`config.mk`:
```
export PLATFORM = sky130hd
export DESIGN_NAME = pc_fetch_unit
export DESIGN_NICKNAME = d
export VERILOG_FILES = /design/src/rtl/pc_fetch_unit.sv
export SDC_FILE = /design/constraint.sdc
export NUM_CORES = 1
export LEC_CHECK = 0
export BUFFER_PORTS_ARGS = -buffer_cell sky130_fd_sc_hd__buf_2
export CAP_MARGIN = 20
export CELL_PAD_IN_SITES_DETAIL_PLACEMENT = 1
export CELL_PAD_IN_SITES_GLOBAL_PLACEMENT = 1
export CORE_ASPECT_RATIO = 1.4
export CORE_MARGIN = 2
export CORE_UTILIZATION = 36
export CTS_CLUSTER_DIAMETER = 50
export DETAILED_ROUTE_END_ITERATION = 12
export PLACE_DENSITY_LB_ADDON = 0.1
export SLEW_MARGIN = 20
export SYNTH_ARGS = -nofsm -noshare
export SYNTH_HDL_FRONTEND = slang
export SYNTH_SLANG_ARGS = --single-unit
```
`constraint.sdc`:
```
create_clock -name i_clk -period 2.75 [get_ports i_clk]
set_clock_uncertainty 0.2 [all_clocks]
set_input_delay 0.55 -clock i_clk [delete_from_list [all_inputs] [get_ports i_clk]]
set_output_delay 0.55 -clock i_clk [all_outputs]
set_load 0.05 [all_outputs]
```
`src/rtl/pc_fetch_unit.sv`:
```
// Program-counter stage of the fetch path: sequential/branch/jump PC selection, stall hold,
// buffered redirect during stall. Optional range check enabled by PC_BOUND_CHECK_EN.
module pc_fetch_unit #(
  parameter logic [31:0] RESET_PC   = 32'h0000_0000,
  parameter int unsigned IMEM_DEPTH = 1024
) (
  input  logic        i_clk,
  input  logic        i_rst,
  input  logic        i_stall,
  input  logic        i_branch_taken,
  input  logic [31:0] i_branch_target,
  input  logic        i_jump,
  input  logic [31:0] i_jump_target,
  output logic [31:0] o_pc,
  output logic        o_fetch_valid,
  output logic        o_flush,
  output logic        o_redirect_pending,
  output logic        o_pc_fault
);

  typedef enum logic [1:0] {StRun, StPend, StFault} state_e;

  state_e      r_state;
  logic [31:0] r_pc;
  logic [31:0] r_pend_target;
  logic        r_fetch_valid;
  logic        r_flush;
  logic        r_pend;
  logic        r_fault;

  state_e      w_state_next;
  logic [31:0] w_pc_next;
  logic [31:0] w_pend_target_next;
  logic        w_fetch_valid_next;
  logic        w_flush_next;
  logic        w_pend_next;
  logic        w_fault_next;

  logic        w_redirect;
  logic [31:0] w_target;
  logic        w_load;
  logic [31:0] w_cand;
  logic        w_cand_flush;
  logic        w_out_of_range;

  // Branch belongs to the older instruction, so it wins over a same-cycle jump.
  assign w_redirect = i_branch_taken | i_jump;
  assign w_target   = i_branch_taken ? i_branch_target : i_jump_target;

`ifdef PC_BOUND_CHECK_EN
  assign w_out_of_range = (w_cand >= 32'(IMEM_DEPTH));
`else
  assign w_out_of_range = 1'b0;
`endif

  always_comb begin
    w_state_next       = r_state;
    w_pc_next          = r_pc;
    w_pend_target_next = r_pend_target;
    w_fetch_valid_next = 1'b1;
    w_flush_next       = 1'b0;
    w_pend_next        = r_pend;
    w_fault_next       = r_fault;
    w_load             = 1'b0;
    w_cand             = r_pc;
    w_cand_flush       = 1'b0;

    unique case (r_state)
      StRun: begin
        if (i_stall) begin
          if (w_redirect) begin
            w_pend_target_next = w_target;
            w_pend_next        = 1'b1;
            w_state_next       = StPend;
          end
        end else begin
          w_load       = 1'b1;
          w_cand       = w_redirect ? w_target : r_pc + 32'd1;
          w_cand_flush = w_redirect;
        end
      end
      StPend: begin
        // The buffered redirect is older than anything arriving now; new ones are dropped.
        if (!i_stall) begin
          w_load       = 1'b1;
          w_cand       = r_pend_target;
          w_cand_flush = 1'b1;
          w_pend_next  = 1'b0;
          w_state_next = StRun;
        end
      end
      StFault: begin
        w_fetch_valid_next = 1'b0;
      end
      default: begin
        w_state_next = StRun;
      end
    endcase

    if (w_load) begin
      if (w_out_of_range) begin
        w_state_next       = StFault;
        w_fault_next       = 1'b1;
        w_fetch_valid_next = 1'b0;
      end else begin
        w_pc_next    = w_cand;
        w_flush_next = w_cand_flush;
      end
    end
  end

  always_ff @(posedge i_clk) begin
    if (i_rst) begin
      r_state       <= StRun;
      r_pc          <= RESET_PC;
      r_pend_target <= 32'h0000_0000;
      r_fetch_valid <= 1'b0;
      r_flush       <= 1'b0;
      r_pend        <= 1'b0;
      r_fault       <= 1'b0;
    end else begin
      r_state       <= w_state_next;
      r_pc          <= w_pc_next;
      r_pend_target <= w_pend_target_next;
      r_fetch_valid <= w_fetch_valid_next;
      r_flush       <= w_flush_next;
      r_pend        <= w_pend_next;
      r_fault       <= w_fault_next;
    end
  end

  assign o_pc               = r_pc;
  assign o_fetch_valid      = r_fetch_valid;
  assign o_flush            = r_flush;
  assign o_redirect_pending = r_pend;
`ifdef PC_BOUND_CHECK_EN
  assign o_pc_fault         = r_fault;
`else
  assign o_pc_fault         = 1'b0;
`endif

endmodule

```
==> impl_metrics.yaml <==
run_status:
  status: "finished, final reports clean"
pwr:
  powerDensity_nw_per_um2: 573
  ir_drop_uv: 289
  p_leak_uw: 0.00218
synthesis:
  yosysUniqueCellTypes: 59
  ys.flop_type: "dfxtp_1"
  synth.top_cell.area_share_pct: 32.6
  synth_area_leaders: "dfxtp_1 33%, mux2i_1 8.8%, a211oi_1 6.7%"
  yosysTopAreaCell: "dfxtp_1"
  yosysWarnings: 0
  synth_seq_cells: 67
  async_flop_share_pct: 0
  synth_edf_count: 0
  syn_inst: 511
  synth_area_per_cell_um2: 8.06
  netlist_area_um2: 4120
  syn-num-nets: 581
  synth_seq_area_share_pct: 32.6
setup_path:
  critPathArrivalTime_ps: 2470
  path_max_fanout: 10
  crit_required_ps: 2780
  cp-start-kind: "flip-flop"
  r2r-start: "o_pc[1]"
  reg2reg_depth: 7
  r2r_setup_slack_ps: 320
  rr_endpoint: "o_pc[14]"
  critPathCaptureType: "flip-flop"
  crit_type: "reg2reg"
die:
  start_util_pct: 36.7
  pin_count: 105
  die_x_um: 94.4
  core_area_um2: 11200
  dieArea_um2: 12300
  die_h_um: 131
  rows: 46
min_path:
  hold_path.class: "reg2reg"
  hold_path_startpoint: "r_pend_target[16]"
  worstHoldEndpoint: "r_pend_target[16]"
  min_path_cells: 2
routing:
  drt_iter0_drc: 181
  via_count: 4478
  wl_mm: 15.5
  drtPass1Iterations: 4
  remaining_drc_errors: 0
  via_per_inst: 5.95
  ant_nets: 0
  wire_per_inst_um: 20.6
sta:
  hold_viol_final: 0
  slew_headroom_pct: 56.5
  worst_pin_slew_ps: 653
  setup_tns_ps: 0
  setup_viol: 0
  grt_setup_unrepaired: "no"
  timing.final.crit_share_pct: 88.5
  period_minus_slack_ps: 2430
  fmax_mhz: 411
  maxSlewViolCount: 0
clock_tree:
  cts_tree: "yes"
  cts_setup_buffers: 0
  h-tree-depth: 3
  clockBufferDepth: 2
  cts.sinks: 67
  path_clk_slew_ps: 60
  cts_made_buffers: 9
  ctsHoldBuffers: 0
  ctsRootBufferMaster: "clkbuf_16"
  cts_resized: 0
  clock_latency_ps: 330
grt:
  grt_usage_pct: 25.9
  grt.overflow.total: 0
  grt_max_degree: 57
  grt_pass1_vias: 4686
  grt_pass1_wl_mm: 24.6
  antenna_found_initial: 0
cells_and_area:
  fin_nets: 676
  seqCellArea_um2: 1340
  area_growth_pct: 24.3
  n_fill_cell: 1409
  drive_gt1_share_pct: 25.6
  fin_util_pct: 45.6
  multi_input_area_um2: 2550
  diodes: 0
placed_design:
  place_congestion: 0.847
  io_buffers: 103
  dpl.hpwl_mm: 11.1
run:
  maxCapViolCount: 0
## layout by cell type (no fill, tap or decap), types with 17 or more instances in the layout
master    Yosys  routed
a211oi_1     37      37
nand2_1      25      25
o21ai_0      23      23
mux2i_1      36      36
buf_4         2      25
nand3_1      17      17
nor2_1       54      54
a21oi_1      49      49
buf_2         9     103
dfxtp_1      67      66
o22ai_1      20      20
## worst max-delay path, stage by stage (launching register included)
cell and delay, ps:
dfxtp_1 480, ha_1 360, nand3_1 180, nor3_4 240, buf_4 230, a21oi_1 90
a31o_2 230, a2111oi_2 330
## cells in the mapped netlist (2+ instances only)
master and instances:
o31ai_1 2, a31o_2 2, buf_4 2, clkbuf_1 28, or2_2 3, o21ai_0 23
a221oi_1 7, and2_1 4, dfxtp_1 67, o211ai_1 6, nor4_1 8, nand4_1 11
buf_1 5, mux2i_1 36, xnor2_1 7, a2111oi_2 2, xor2_1 8, nor3_1 8
o22ai_1 20, a22oi_1 2, a311oi_1 3, o21a_1 2, a41o_1 5, nand2_1 25
a21oi_1 49, a211oi_1 37, and3_1 10, o221ai_1 6, nor2b_1 4, a22o_1 2
buf_2 9, nand3_1 17, and4_1 2, inv_1 8, o211a_1 3, nor2_1 54
o31a_1 2
## metal layers
layer | GRT usage [%] | wire, µm | vias to the layer above
li1 | - | - | 2131
met1 | 31.0 | 6630 | 2220
met2 | 46.9 | 8030 | 106
met3 | 4.13 | 582 | 21
met4 | 8.53 | 270 | 0
met5 | 0 | 0 | -
## cells by family after synthesis
kind of cell | after synthesis | synth area share [%]
AO/OA/AOI/OAI | 181 | 29.8
XOR/XNOR | 15 | 3.19
adder cells (fa/ha/maj) | 1 | 0.304
buffers and inverters | 54 | 5.56
flip-flops | 67 | 32.6
multiplexers | 36 | 8.75
other | 1 | 0.0911
AND/OR/NAND/NOR | 156 | 19.7
## metrics by stage
stage | hold WS [ps] | instance area (µm²) | setup WS [ps] | total power [µW] | std cells
CTS | 301 | 5110 | 303 | 2950 | 753
detailed placement | 291 | 4830 | 329 | 1810 | 739
floorplan | 263 | 4120 | 252 | 1570 | 511
finish | 298 | 5110 | 317 | 2930 | 753
global placement | 284 | 4830 | 351 | 1790 | 739
global route | 326 | 5110 | 116 | 3070 | 753
## power breakdown
group | switching [µW] | total, µW | leakage, µW | internal, µW
Clock | 427 | 1140 | 0.000141 | 713
Sequential | 97.9 | 1150 | 0.000554 | 1050
Combinational | 418 | 645 | 0.00149 | 227
Total | 942 | 2930 | 0.00218 | 1990
## how the worst max path moves through the flow
stage | from | end | depth (start not counted) | slack [ps]
6_report | o_pc[1] | o_pc[14] | 7 | 320
5_1_grt | o_pc[0] | o_pc[14] | 7 | 120
4_1_cts | o_pc[0] | o_pc[14] | 7 | 300
3_5_place_dp | o_pc[0] | o_pc[14] | 7 | 330
3_3_place_gp | o_pc[0] | o_pc[14] | 7 | 350
2_1_floorplan | o_pc[0] | o_pc[14] | 7 | 250
## final cells by class
cell class | count | share of cell area [%]
Clock inverter | 3 | 0.783
Sequential cell | 67 | 26.2
Tap cell | 144 | 3.52
Inverter | 9 | 0.660
Multi-Input combinational cell | 390 | 49.9
Clock buffer | 11 | 4.75
Timing Repair Buffer | 129 | 14.1
## sequential cells by signal (all words and copies together), names as in the netlist
name	count
r_state	1
o_fetch_valid	1
o_flush	1
r_pend_target	32
o_pc	32
(Power assumes the default switching activity.)
